[config.mk]
export PLATFORM = sky130hd
export DESIGN_NAME = ssd_scan_ctrl
export DESIGN_NICKNAME = d
export VERILOG_FILES = /design/src/rtl/ssd_scan_ctrl_pkg.sv /design/src/rtl/ssd_hex_decoder.sv /design/src/rtl/ssd_scan_ctrl.sv
export SDC_FILE = /design/constraint.sdc
export NUM_CORES = 1
export LEC_CHECK = 0
export BUFFER_PORTS_ARGS = -buffer_cell sky130_fd_sc_hd__buf_2
export CAP_MARGIN = 20
export CELL_PAD_IN_SITES_DETAIL_PLACEMENT = 0
export CELL_PAD_IN_SITES_GLOBAL_PLACEMENT = 1
export CORE_MARGIN = 4
export CORE_UTILIZATION = 49
export CTS_BUF_LIST = sky130_fd_sc_hd__clkbuf_16
export CTS_CLUSTER_DIAMETER = 60
export CTS_CLUSTER_SIZE = 16
export DETAILED_ROUTE_END_ITERATION = 10
export GPL_ROUTABILITY_DRIVEN = 1
export GPL_TIMING_DRIVEN = 0
export MAX_ROUTING_LAYER = met4
export PLACE_DENSITY = 0.94
export SLEW_MARGIN = 0
export SYNTH_ARGS = -nofsm -noshare
export SYNTH_HDL_FRONTEND = slang
export SYNTH_SLANG_ARGS = --single-unit
[constraint.sdc]
create_clock -name ClkPort -period 5.8 [get_ports ClkPort]
set_input_delay 1.45 -clock ClkPort [delete_from_list [all_inputs] [get_ports ClkPort]]
set_output_delay 1.45 -clock ClkPort [all_outputs]
set_load 0.02 [all_outputs]
[src/rtl/ssd_scan_ctrl_pkg.sv]
// Shared constants for the seven-segment scan controller and its hex decoder.
// Segment patterns are abcdefg, active-low; SEG_OFF blanks all seven segments and the decimal point.
package ssd_scan_ctrl_pkg;

  localparam int MAX_DIGITS = 8;

  typedef logic [6:0] seg_t;

  localparam logic [7:0] SEG_OFF = 8'hFF;

  localparam seg_t SEG_0 = 7'b0000001;
  localparam seg_t SEG_1 = 7'b1001111;
  localparam seg_t SEG_2 = 7'b0010010;
  localparam seg_t SEG_3 = 7'b0000110;
  localparam seg_t SEG_4 = 7'b1001100;
  localparam seg_t SEG_5 = 7'b0100100;
  localparam seg_t SEG_6 = 7'b0100000;
  localparam seg_t SEG_7 = 7'b0001111;
  localparam seg_t SEG_8 = 7'b0000000;
  localparam seg_t SEG_9 = 7'b0000100;
  localparam seg_t SEG_A = 7'b0001000;
  localparam seg_t SEG_B = 7'b1100000;
  localparam seg_t SEG_C = 7'b0110001;
  localparam seg_t SEG_D = 7'b1000010;
  localparam seg_t SEG_E = 7'b0110000;
  localparam seg_t SEG_F = 7'b0111000;

  // A single-digit display still needs a one-bit index register.
  function automatic int idx_width(input int n);
    return (n > 1) ? $clog2(n) : 1;
  endfunction

endpackage

[src/rtl/ssd_hex_decoder.sv]
// Combinational hex nibble to active-low abcdefg segment decoder.
// Kept standalone so that other score displays can reuse it.
module ssd_hex_decoder
  import ssd_scan_ctrl_pkg::*;
(
  input  logic [3:0] nib,
  output seg_t       seg
);

  always_comb begin
    seg = SEG_OFF[7:1];
    case (nib)
      4'h0: seg = SEG_0;
      4'h1: seg = SEG_1;
      4'h2: seg = SEG_2;
      4'h3: seg = SEG_3;
      4'h4: seg = SEG_4;
      4'h5: seg = SEG_5;
      4'h6: seg = SEG_6;
      4'h7: seg = SEG_7;
      4'h8: seg = SEG_8;
      4'h9: seg = SEG_9;
      4'hA: seg = SEG_A;
      4'hB: seg = SEG_B;
      4'hC: seg = SEG_C;
      4'hD: seg = SEG_D;
      4'hE: seg = SEG_E;
      4'hF: seg = SEG_F;
      default: seg = SEG_OFF[7:1];
    endcase
  end

endmodule

[src/rtl/ssd_scan_ctrl.sv]
// Multiplexed seven-segment scan controller: prescaler, digit counter, per-frame shadow
// registers, leading-zero blanking, PWM brightness and registered active-low outputs.
module ssd_scan_ctrl
  import ssd_scan_ctrl_pkg::*;
#(
  parameter int NUM_DIGITS    = 8,
  parameter int SCAN_DIV_BITS = 18,
  parameter int BRIGHT_BITS   = 4
) (
  input  logic                    ClkPort,
  input  logic                    Reset,
  input  logic [4*NUM_DIGITS-1:0] value,
  input  logic [NUM_DIGITS-1:0]   dp_in,
  input  logic [NUM_DIGITS-1:0]   digit_en,
  input  logic                    lz_blank,
  input  logic [BRIGHT_BITS-1:0]  brightness,
  output logic [NUM_DIGITS-1:0]   An,
  output logic [7:0]              Cath,
  output logic                    frame_start
);

  localparam int                IDX_W    = idx_width(NUM_DIGITS);
  localparam logic [IDX_W-1:0]  LAST_IDX = IDX_W'(NUM_DIGITS - 1);

  logic [SCAN_DIV_BITS-1:0] cnt_reg;
  logic [IDX_W-1:0]         idx_reg;
  logic                     tick;
  logic                     frame_wrap;

  logic [4*NUM_DIGITS-1:0]  nib_s_reg;
  logic [NUM_DIGITS-1:0]    dp_s_reg;
  logic [NUM_DIGITS-1:0]    en_s_reg;
  logic                     lz_s_reg;
  logic [BRIGHT_BITS-1:0]   bright_s_reg;

  logic [NUM_DIGITS-1:0]    blank_vec;
  logic [3:0]               cur_nib;
  seg_t                     cur_seg;
  logic                     pwm_on;
  logic                     lit;
  logic [NUM_DIGITS-1:0]    an_next;
  logic [7:0]               cath_next;

  logic [NUM_DIGITS-1:0]    an_reg;
  logic [7:0]               cath_reg;
  logic                     frame_start_reg;

  assign tick       = &cnt_reg;
  assign frame_wrap = tick && (idx_reg == LAST_IDX);

  always_ff @(posedge ClkPort or posedge Reset) begin
    if (Reset) begin
      cnt_reg <= '0;
      idx_reg <= '0;
    end else begin
      cnt_reg <= cnt_reg + 1'b1;
      if (tick) begin
        idx_reg <= (idx_reg == LAST_IDX) ? '0 : idx_reg + 1'b1;
      end
    end
  end

  // Inputs are sampled only at the frame boundary so a digit never changes mid-scan.
  always_ff @(posedge ClkPort or posedge Reset) begin
    if (Reset) begin
      nib_s_reg    <= '0;
      dp_s_reg     <= '0;
      en_s_reg     <= '0;
      lz_s_reg     <= 1'b0;
      bright_s_reg <= '0;
    end else if (frame_wrap) begin
      nib_s_reg    <= value;
      dp_s_reg     <= dp_in;
      en_s_reg     <= digit_en;
      lz_s_reg     <= lz_blank;
      bright_s_reg <= brightness;
    end
  end

  // A digit is a leading zero when it and every more-significant nibble are zero.
  for (genvar gi = 0; gi < NUM_DIGITS; gi++) begin : g_blank
    if (gi == 0) begin : g_rightmost
      assign blank_vec[gi] = ~en_s_reg[gi];
    end else begin : g_upper
      assign blank_vec[gi] = ~en_s_reg[gi] |
                             (lz_s_reg & (nib_s_reg[4*NUM_DIGITS-1:4*gi] == '0));
    end
  end

  assign cur_nib = nib_s_reg[{idx_reg, 2'b00} +: 4];

  ssd_hex_decoder u_hex_decoder (
    .nib (cur_nib),
    .seg (cur_seg)
  );

  assign pwm_on = (cnt_reg[SCAN_DIV_BITS-1 -: BRIGHT_BITS] < bright_s_reg);
  assign lit    = pwm_on && !blank_vec[idx_reg];

  always_comb begin
    an_next   = '1;
    cath_next = SEG_OFF;
    if (lit) begin
      an_next   = ~(NUM_DIGITS'(1) << idx_reg);
      cath_next = {cur_seg, ~dp_s_reg[idx_reg]};
    end
  end

  always_ff @(posedge ClkPort or posedge Reset) begin
    if (Reset) begin
      an_reg          <= '1;
      cath_reg        <= SEG_OFF;
      frame_start_reg <= 1'b0;
    end else begin
      an_reg          <= an_next;
      cath_reg        <= cath_next;
      frame_start_reg <= frame_wrap;
    end
  end

  assign An          = an_reg;
  assign Cath        = cath_reg;
  assign frame_start = frame_start_reg;

endmodule

After elaboration in Yosys (flattened, before gate mapping) --
Memories as Yosys holds them, arrays and structs flattened. Index checks and enable logic that the tools add are counted.
Word-level totals: flip-flop bits (word level) 91, memory bits (read-only) 112, input port bits 55, output and inout bits 17, word-level logic and storage cells 60, memories 1
Operators by class: add/sub/neg operators 2, magnitude comparators 2, equality and inequality tests 1, shift operators 2, muxes and demuxes 7, bitwise operators 24, reductions and logical operators 11
Memories:
- (no name shown) | depth 16, width 7, read ports 1, clocked after Yosys merged registers in 0, wr ports 0, RTL line ssd_hex_decoder.sv:12 | case (nib)
Operator list (count):
- $shiftx A32 B6 Y4 | 1
- $logic_not A28 Y1 | 1
- $logic_not A24 Y1 | 1
- $logic_not A20 Y1 | 1
- $add A18 B1 Y18 const B | 1
- $reduce_and A18 Y1 | 1
- $logic_not A16 Y1 | 1
- $mux W8 | 2
- $logic_not A12 Y1 | 1
- $not A1 Y1 | 9
- $logic_not A8 Y1 | 1
- $not A8 Y8 | 1
- $shl A1 B3 Y8 const A | 1
- $and A1 B1 Y1 | 7
- $or A1 B1 Y1 | 7
- $bmux W1 S3 | 2
- $logic_not A4 Y1 | 1
- $lt A3 B4 Y1 const B | 1
- $lt A4 B4 Y1 | 1
- $add A3 B1 Y3 const B | 1
- $eq A3 B3 Y1 const B | 1
- $mux W3 | 1
- $logic_and A1 B1 Y1 | 2
- $mux W1 | 2
- $logic_not A1 Y1 | 1

Longest topological paths before layout --
Gate-level depths: netlist (run 1).
word-level depth 8, depth in mapped cells 10, mapped depth without buffers 8

Hierarchy --
From an unflattened synthesis (run 1), not the netlist that was laid out.
Second synthesis, totals: cell total of the unflattened synthesis 336, area total of the unflattened synthesis 4560.6 sq um
Modules (own cells, without submodules):
- ssd_scan_ctrl | instances 1, cells each 300, area each 4307.9 sq um, seq. area each 2297.2 sq um
- ssd_hex_decoder | instances 1, cells each 36, area each 252.7 sq um, seq. area each 0.0 sq um

Least setup slack after synthesis (run 1) --
No wires, ideal clock.
path type register -> register, start register idx_reg[1], end register cath_reg[1] (netlist: Cath[1]), library setup time 0.105 ns, arrival 2.277 ns, path slack 3.418 ns, stages on the path, launching flop included 9, path buffers 1, period minus slack after synthesis 2.382 ns, cells stage by stage dfrtp_1 -> buf_6 -> mux4_1 -> mux2i_1 -> inv_1 -> ha_1 -> mux2_2 -> a22oi_1 -> nand3_1
Between the ends: cells in the longest elaborated chain, start to end 5, elaborated cells between the ends (all ways) 7
Ends and longest elaborated chain:
- start, declared | RTL line ssd_scan_ctrl.sv:26 | logic [IDX_W-1:0] idx_reg;
- start signal, assigned | RTL line ssd_scan_ctrl.sv:58 | idx_reg <= (idx_reg == LAST_IDX) ? '0 : idx_reg + 1'b1;
- parallel branches: the longest is 4 deep, another holds $mem_v2 Z16 W7
- $mux W8 (*) | RTL line ssd_scan_ctrl.sv:103 | if (lit) begin
- via cath_next[1] | RTL line ssd_scan_ctrl.sv:42 | logic [7:0] cath_next;
- end signal, assigned | RTL line ssd_scan_ctrl.sv:116 | cath_reg <= cath_next;
- end, declared | RTL line ssd_scan_ctrl.sv:45 | logic [7:0] cath_reg;
Mark *: on every way through the listed nets, which the timed path passes. The select of a mux whose other input is x is not followed. A chain may end at the register's enable or synchronous reset.

Worst setup path after layout (run 1) --
start register idx_reg[2], end register cath_reg[1] (netlist: Cath[1])
The elaborated chain is that of the path after synthesis.

==> out/qor.yml, run 1 <==
dp_slack_ps: 3150
max_slew.worst_pin.slew_ps: 746
cap_violations: 0
clkLatencyLatePin_ps: 340
ys_seq_area_share_pct: 52.3
htreeDepth: 3
skew_ps: 10.2
drtPass1Iterations: 4
largest_reg_flops: 32
rsz0062_at_grt: "false"
cts_inserted_buffers: 9
cts_hold_buf: 0
ys_warn_count: 0
ys_ff_latch: 91
critPathRequiredTime_ps: 6030
wl_um: 8560
fp.coreArea_um2: 8720
ant_nets: 0
clk_pin_slew_ps: 60
drt_iter0_markers: 108
synth_nets: 405
grt_max_degree: 57
path_max_fanout: 7
gp_congestion: 0.868
hp-start: "cnt_reg[0]"
setup_tns_ps: 0
antenna_found_initial: 0
overflow: 0
period_share_pct: 46.0
vias: 2896
setup_viol_count_final: 0
drive_gt1_share_pct: 43.8
peakVddDrop_uv: 151
power_density_nw_per_um2: 274
cts_tree: "yes"
synth_flop_cell: "dfrtp_1"
fmax_ghz: 0.375
p_total_mw: 1.44
r2r_slack_ps: 3130
wl_per_cell_um: 16.2
dp_hpwl_um: 6430
cts_root_buf: "clkbuf_16"
start_kind: "flip-flop"
whs_endpoint: "cnt_reg[0]"
relSlewSlack_pct: 50.3
cts.sinks: 91
dieArea_um2: 10500
die_x_um: 103
end_kind: "flip-flop"
drcViolationCount: 0
finalHoldWorstSlack_ps: 479
cp.arrival_ps: 2900
leakagePower_nw: 2.41
num_antenna_cells: 0
hold_violations: 0
rows: 34
cts_resized: 0
status: "completed"
start_util_pct: 50.4
holdPathStages: 1
ys_async_sr_fraction_pct: 100
synth_edf_count: 0
synth_area_leader_cell: "dfrtp_1"
synth.distinct_cells: 44
fin_nets: 488
globalRouteTotalUtil_pct: 18.3
syn_area_per_cell_um2: 13.2
die_h_um: 103
syn_inst: 334
routed_via_density: 5.46
reg2regPathDepth: 8
clockBufferDepth: 2
ys_top_cells_by_area: "dfrtp_1, mux2_2, dfstp_2, ha_1, mux4_2"
synth_area_um2: 4390
num_io_pins: 72
postCtsSetupBuffers: 0
grt_pass1_wl_um: 14200
areaGrowthSynthToFinish_pct: 19.8
rr_startpoint: "idx_reg[2]"
period_needed_ps: 2670
critical_path_class: "reg2reg"
grt_pass1_vias: 2877
port_buffers: 71
hold_class: "reg2reg"
slew_violations: 0
r2r-end: "Cath[1]"
layout_setup_ws_ps: 3130
synth_top_area_share_pct: 42.7
==> layout make-up <==
type                            instances  area [um^2]
Buffer                                 12         76.3
Timing Repair Buffer                   72          383
Clock buffer                            9          225
Multi-Input combinational cell        215         1960
Sequential cell                        91         2300
Tap cell                              108          135
Inverter                               16         62.6
Clock inverter                          7          124
Fill cell                             678         3460
==> worst max path at each step <==
| stage | slack [ps] | to | startpoint |
|---|---|---|---|
| finish | 3130 | Cath[1] | idx_reg[2] |
| global route | 2960 | Cath[4] | idx_reg[2] |
| CTS | 3110 | Cath[1] | idx_reg[2] |
| floorplan | 2010 | bright_s_reg[0] | Reset |
| global placement | 1110 | nib_s_reg[3] | Reset |
| detailed placement | 3150 | Cath[1] | idx_reg[2] |
==> stage by stage <==
step	instances	utilization (%)	instance area [um^2]
after floorplan	334	-	4390
after global placement	513	56.0	4880
after detailed placement	514	56.4	4910
after CTS	530	60.4	5260
after global routing	530	60.4	5260
final	530	60.4	5260
==> cells in the mapped netlist, drive strengths merged (2+ instances only) <==
master	instances
dfrtp	75
nor2	13
mux2i	9
dfstp	16
nand2b	4
and3	3
nand4	6
nand2	20
o21ai	3
nor4	7
nor3	4
a21o	2
mux4	10
mux2	56
xor2	8
nor3b	7
and4	2
and2b	2
a22oi	5
ha	16
buf	11
xnor2	9
inv	15
nand3	18
==> cell usage in the layout, fill, tap and decap left out, types with 2 or more instances in the layout <==
cell | netlist | layout
a21o_1 | 2 | 2
a22oi_1 | 5 | 5
and2b_1 | 2 | 2
and3_1 | 3 | 3
and4_1 | 2 | 2
buf_2 | 7 | 78
buf_6 | 3 | 3
bufinv_16 | 0 | 3
clkbuf_16 | 0 | 9
clkinv_4 | 0 | 2
dfrtp_1 | 75 | 75
dfstp_2 | 16 | 16
ha_1 | 16 | 16
inv_1 | 15 | 14
mux2_2 | 56 | 56
mux2i_1 | 7 | 7
mux2i_4 | 2 | 2
mux4_1 | 4 | 4
mux4_2 | 6 | 6
nand2_1 | 20 | 20
nand2b_1 | 4 | 4
nand3_1 | 18 | 18
nand4_1 | 5 | 5
nor2_1 | 13 | 13
nor3_1 | 3 | 3
nor3b_1 | 6 | 6
nor4_1 | 7 | 7
o21ai_0 | 3 | 3
xnor2_1 | 9 | 9
xor2_1 | 8 | 8
==> report_power, final <==
part	total [mW]	switching [mW]	leakage, nW	internal (mW)
Combinational	0.101	0.0506	1.17	0.0504
Sequential	0.677	0.0144	1.08	0.662
Clock	0.664	0.241	0.166	0.424
Total	1.44	0.306	2.41	1.14
==> critical path, stage by stage (launching register included) <==
cell	delay [ps]
dfrtp_1	370
buf_6	150
mux4_1	600
mux2i_1	540
inv_1	150
ha_1	270
mux2_2	270
a22oi_1	140
nand3_1	90
==> cells by family (layout without fill, tap and decap cells) <==
logic type	Yosys count	after routing	synth area share, %
adders and majority gates	16	16	4.56
muxes	75	75	22.4
DFF	91	91	52.3
buffers and inverters	28	116	3.10
AOI/OAI and AO/OA	18	18	3.13
xor gates and xnor gates	17	17	3.39
and+or+nand+nor	89	89	11.1
==> per-layer routing <==
metal  wire (um)  vias up  global-route usage [%]  part of all wire (%)
li1            -     1364                       -                     -
met1        3850     1441                    25.2                    45
met2        4060       76                    26.8                    47
met3         458       15                    3.38                   5.3
met4         195        0                    8.07                   2.3
met5           0        -                       -                     0
(Power assumes the default switching activity.)
==> run 2, diff against run 1 <==
CORE_UTILIZATION = 41   (was 49)
PLACE_DENSITY = 0.84   (was 0.94)
clock period = 2.2 ns   (was 5.8 ns; I/O delays follow)
==> run 2 against run 1 <==
Effect of this change: final area rose by 3.0%; clock skew fell by 4.1 ps; routed wire length increased by 12%.
==> out/qor.yml, run 2 (synthesized netlist as in run 1, its figures left out) <==
final_util_pct: 52.3  # was 60.4%
grt_pass1_vias: 3119  # was 2,877
grt_max_degree: 43  # was 57
setup_tns_ps: 0  # unchanged
place_area_um2: 4970  # was 4910 um^2
layout_common_cells: "buf_2, dfrtp_1, mux2_2"  # unchanged
dp_hpwl_um: 7130  # was 6430 um
die_x_um: 112  # was 103 um
drt_iter0_markers: 104  # was 108
multi_input_area_um2: 2040  # was 1960 um^2
cts_hold_buf: 0  # unchanged
skew_ps: 6.07  # was 10.2 ps
fillers: 921  # was 678
relSlewSlack_pct: 61.6  # was 50.3%
areaGrowthSynthToFinish_pct: 23.4  # was 19.8%
start_kind: "flip-flop"  # unchanged
fin_nets: 500  # was 488
power_density_nw_per_um2: 657  # was 274 nW/um^2
drtPass1Iterations: 4  # unchanged
die_h_um: 112  # was 103 um
clockBufferDepth: 2  # unchanged
peakVddDrop_uv: 451  # was 151 uV
layout_commonest_cell: "buf_2"  # unchanged
htreeDepth: 3  # unchanged
cap_violations: 0  # unchanged
cts_root_buf: "clkbuf_16"  # unchanged
clk_pin_slew_ps: 60  # about the same
fp.coreArea_um2: 10400  # was 8720 um^2
dieArea_um2: 12400  # was 10,500 um^2
layout_setup_ws_ps: 76.2  # was 3130 ps
hold_class: "in2async"  # was reg2reg
critPathRequiredTime_ps: 2440  # was 6030 ps
cp.arrival_ps: 2370  # was 2900 ps
seqCellArea_um2: 2300  # unchanged
wl_per_cell_um: 16.8  # was 16.2 um
period_share_pct: 96.5  # was 46.0%
leakagePower_nw: 2.47  # was 2.41 nW
vias: 2968  # was 2,896
ant_nets: 0  # unchanged
finalInstanceArea_um2: 5420  # was 5260 um^2
rows: 37  # was 34
setup_viol_count_final: 0  # unchanged
overflow: 0  # unchanged
cts_inserted_buffers: 9  # unchanged
antenna_found_initial: 0  # unchanged
grt_pass1_wl_um: 15800  # was 14,200 um
num_io_pins: 72  # unchanged
port_buffers: 71  # unchanged
end_kind: "flip-flop"  # unchanged
globalRouteTotalUtil_pct: 16.4  # was 18.3%
path_max_fanout: 10  # was 7
slew_violations: 0  # unchanged
rsz0062_at_grt: "true"  # was false
clkLatencyLatePin_ps: 340  # about the same
fmax_ghz: 0.471  # was 0.375 GHz
startpoint: "idx_reg[2]"  # unchanged
hold_violations: 0  # unchanged
rr_startpoint: "idx_reg[2]"  # unchanged
status: "completed"  # unchanged
routed_via_density: 5.21  # was 5.46
gp_congestion: 0.815  # was 0.868
num_antenna_cells: 0  # unchanged
max_slew.worst_pin.slew_ps: 576  # was 746 ps
drcViolationCount: 0  # unchanged
dp_slack_ps: -227  # was 3150 ps
wl_um: 9550  # was 8560 um
period_needed_ps: 2120  # was 2670 ps
largest_reg_flops: 32  # unchanged
critical_path_class: "reg2reg"  # unchanged
start_util_pct: 42.4  # was 50.4%
cts_tree: "yes"  # unchanged
cts.sinks: 91  # unchanged
drive_gt1_share_pct: 48.8  # was 43.8%
==> run 2: changes by cell type in the layout (fill, tap and decap cells not counted), sizes merged <==
cell and change:
buf +12, clkinv +2, bufinv -2
==> run 2: worst paths after layout <==
check,slack (ps),depth (start not counted),to
min in group ClkPort,440,2,dp_s_reg[7]
worst min register to register,470,1,cnt_reg[13]
worst max-delay path,80,8,Cath[6]
worst max register to register,80,8,Cath[6]
worst min-delay path,230,2,dp_s_reg[5]
max in group asynchronous,1380,3,An[3]
==> run 2: metal layers <==
layer | global-route usage (%) | vias to the layer above | wire length, um
met5 | - | - | 0
met4 | 6.00 | 0 | 190
met3 | 3.32 | 17 | 464
met2 | 25.9 | 77 | 4700
met1 | 21.0 | 1487 | 4200
li1 | - | 1387 | -
==> run 2: what timing repair did <==
action	CTS	global route
pin swaps	1	2
setup buffers	4	7
gates resized for setup	10	10
setup endpoints to repair	59	56
==> run 2: final cells by class <==
type / instances / area share (%)
tap: 136 / 3.14
inverter: 16 / 1.20
buffer: 12 / 1.55
sequential: 91 / 42.4
clock inverter: 7 / 1.13
multi-input combinational: 215 / 37.6
clock buffer: 9 / 4.15
timing repair buffer: 84 / 8.88
==> run 2: report_power, final <==
part	total (mW)	leakage [nW]	switching (mW)	internal, mW
clock	1.49	0.152	0.621	0.868
combinational	0.287	1.24	0.143	0.144
sequential	1.79	1.08	0.0403	1.75
total	3.56	2.47	0.804	2.76
==> run 2: metrics by stage <==
| step | power, mW | hold WS (ps) | std cells |
|---|---|---|---|
| 2_1_floorplan | 1.97 | 434 | 334 |
| 3_3_place_gp | 2.07 | 454 | 541 |
| 3_5_place_dp | 2.09 | 461 | 543 |
| 4_1_cts | 3.59 | 233 | 563 |
| 5_1_grt | 3.70 | 250 | 570 |
| 6_report | 3.56 | 225 | 570 |
==> run 2: worst max-delay path: stages (launching register included) <==
cell and delay, ps:
dfrtp_1 370, buf_6 150, buf_4 120, mux4_2 510
mux2i_4 230, buf_6 190, and2b_1 190, a22oi_1 180
nand3_1 100
==> run 3, diff against run 2 <==
CORE_MARGIN = 2   (was 4)
==> run 3 against run 2 <==
Effect of this change: maximum frequency is essentially flat; highest routed layer unchanged; routed wire length down 1.5%; first-iteration DRC count is 32% higher; final cell count up 0.70%; combinational power barely moved; non-clock buffer count rose by 3.
==> out/qor.yml, run 3 (synthesized netlist as in run 1, its figures left out) <==
vias: 2964  # was 2,968
r2r-end: "Cath[7]"  # was Cath[6]
status: "completed"  # unchanged
grt_pass1_wl_um: 15200  # was 15,800 um
overflow: 0  # unchanged
die_x_um: 108  # was 112 um
reg2regPathDepth: 8  # unchanged
dieArea_um2: 11600  # was 12,400 um^2
clkLatencyLatePin_ps: 340  # about the same
r2r_slack_ps: 80  # about the same
finalHoldWorstSlack_ps: 198  # was 225 ps
cap_violations: 0  # unchanged
hold_violations: 0  # unchanged
relSlewSlack_pct: 63.3  # was 61.6%
layout_setup_ws_ps: 76.8  # was 76.2 ps
critical_path_class: "reg2reg"  # unchanged
port_buffers: 71  # unchanged
routed_via_density: 5.16  # was 5.21
peakVddDrop_uv: 342  # was 451 uV
start_kind: "flip-flop"  # unchanged
gp_congestion: 0.776  # was 0.815
leakagePower_nw: 2.52  # was 2.47 nW
start_util_pct: 42.4  # unchanged
drive_gt1_share_pct: 49.8  # was 48.8%
drt_iter0_markers: 137  # was 104
cts_inserted_buffers: 9  # unchanged
layout_commonest_cell: "dfrtp_1"  # was buf_2
grt_max_degree: 43  # unchanged
grt_pass1_vias: 3033  # was 3,119
skew_ps: 7.78  # was 6.07 ps
htreeDepth: 3  # unchanged
seqCellArea_um2: 2300  # unchanged
hold_class: "in2async"  # unchanged
cts_hold_buf: 0  # unchanged
cts.sinks: 91  # unchanged
rows: 37  # unchanged
dp_hpwl_um: 6870  # was 7130 um
power_density_nw_per_um2: 685  # was 657 nW/um^2
clockBufferDepth: 2  # unchanged
fillers: 902  # was 921
slew_violations: 0  # unchanged
fin_nets: 504  # was 500
period_share_pct: 96.5  # about the same
max_slew.worst_pin.slew_ps: 546  # was 576 ps
layout_common_cells: "dfrtp_1, buf_2, mux2_2"  # was buf_2, dfrtp_1, mux2_2
globalRouteTotalUtil_pct: 17.8  # was 16.4%
dp_slack_ps: -220  # was -227 ps
wl_um: 9410  # was 9550 um
fp.coreArea_um2: 10400  # unchanged
cp.arrival_ps: 2390  # was 2370 ps
critPathRequiredTime_ps: 2470  # was 2440 ps
drcViolationCount: 0  # unchanged
wl_per_cell_um: 16.4  # was 16.8 um
rr_startpoint: "idx_reg[1]"  # was idx_reg[2]
num_antenna_cells: 0  # unchanged
ant_nets: 0  # unchanged
period_needed_ps: 2120  # about the same
clk_pin_slew_ps: 70  # was 60 ps
num_io_pins: 72  # unchanged
cts_root_buf: "clkbuf_16"  # unchanged
cts_tree: "yes"  # unchanged
multi_input_area_um2: 2080  # was 2040 um^2
setup_viol_count_final: 0  # unchanged
die_h_um: 108  # was 112 um
fmax_ghz: 0.471  # about the same
end_kind: "flip-flop"  # unchanged
areaGrowthSynthToFinish_pct: 27.0  # was 23.4%
drtPass1Iterations: 4  # unchanged
largest_reg_flops: 32  # unchanged
antenna_found_initial: 0  # unchanged
path_max_fanout: 7  # was 10
[run 3: layout make-up]
type / instances / share of cell area [%]
buffer: 12 / 1.68
clock buffer: 9 / 4.04
clock inverter: 7 / 2.09
inverter: 16 / 1.21
multi-input combinational: 216 / 37.3
sequential: 91 / 41.2
tap: 136 / 3.05
timing repair buffer: 87 / 9.42
[run 3: per-layer routing]
metal | GRT usage (%) | vias to the layer above | routed length [um]
li1 | - | 1400 | -
met1 | 24.3 | 1481 | 4370
met2 | 26.7 | 72 | 4520
met3 | 3.45 | 11 | 370
met4 | 6.50 | 0 | 139
met5 | - | - | 0
[run 3: repair_timing]
| action | in CTS | in global routing |
|---|---|---|
| setup buffers | 3 | 11 |
| gates cloned | 0 | 1 |
| pin swaps | 0 | 3 |
| resized for setup | 7 | 22 |
| setup endpoints to repair | 57 | 60 |
[run 3: critical path, stage by stage (launching register included)]
cell and delay, ps:
dfrtp_1 370, buf_6 150, mux4_2 550, mux2i_4 200
buf_4 170, ha_1 160, inv_1 90, a211o_1 270
nand3_1 80
[run 3: stage by stage]
| stage | cell area [um^2] | util [%] | power [mW] | setup TNS (ps) | instances |
|---|---|---|---|---|---|
| after floorplan | 4410 | - | 1.97 | 0 | 334 |
| after global placement | 4930 | 47.6 | 2.07 | -6140 | 541 |
| after detailed placement | 4970 | 48.0 | 2.09 | -5830 | 543 |
| after CTS | 5370 | 51.8 | 3.85 | -18.3 | 562 |
| after global routing | 5580 | 53.8 | 3.98 | -20.1 | 574 |
| final | 5580 | 53.8 | 3.82 | 0 | 574 |
[run 3: how the worst max path moves through the flow]
stage | startpoint | end | cells after the start
2_1_floorplan | idx_reg[2] | Cath[1] | 8
4_1_cts | idx_reg[0] | An[7] | 6
5_1_grt | idx_reg[1] | Cath[7] | 8
3_5_place_dp | idx_reg[2] | Cath[1] | 9
6_report | idx_reg[1] | Cath[7] | 8
3_3_place_gp | idx_reg[1] | Cath[1] | 8
[run 3: report_power, final]
group	total, mW	internal [mW]	switching (mW)
registers	1.79	1.75	0.0424
clock network	1.74	1.11	0.639
logic	0.288	0.146	0.142
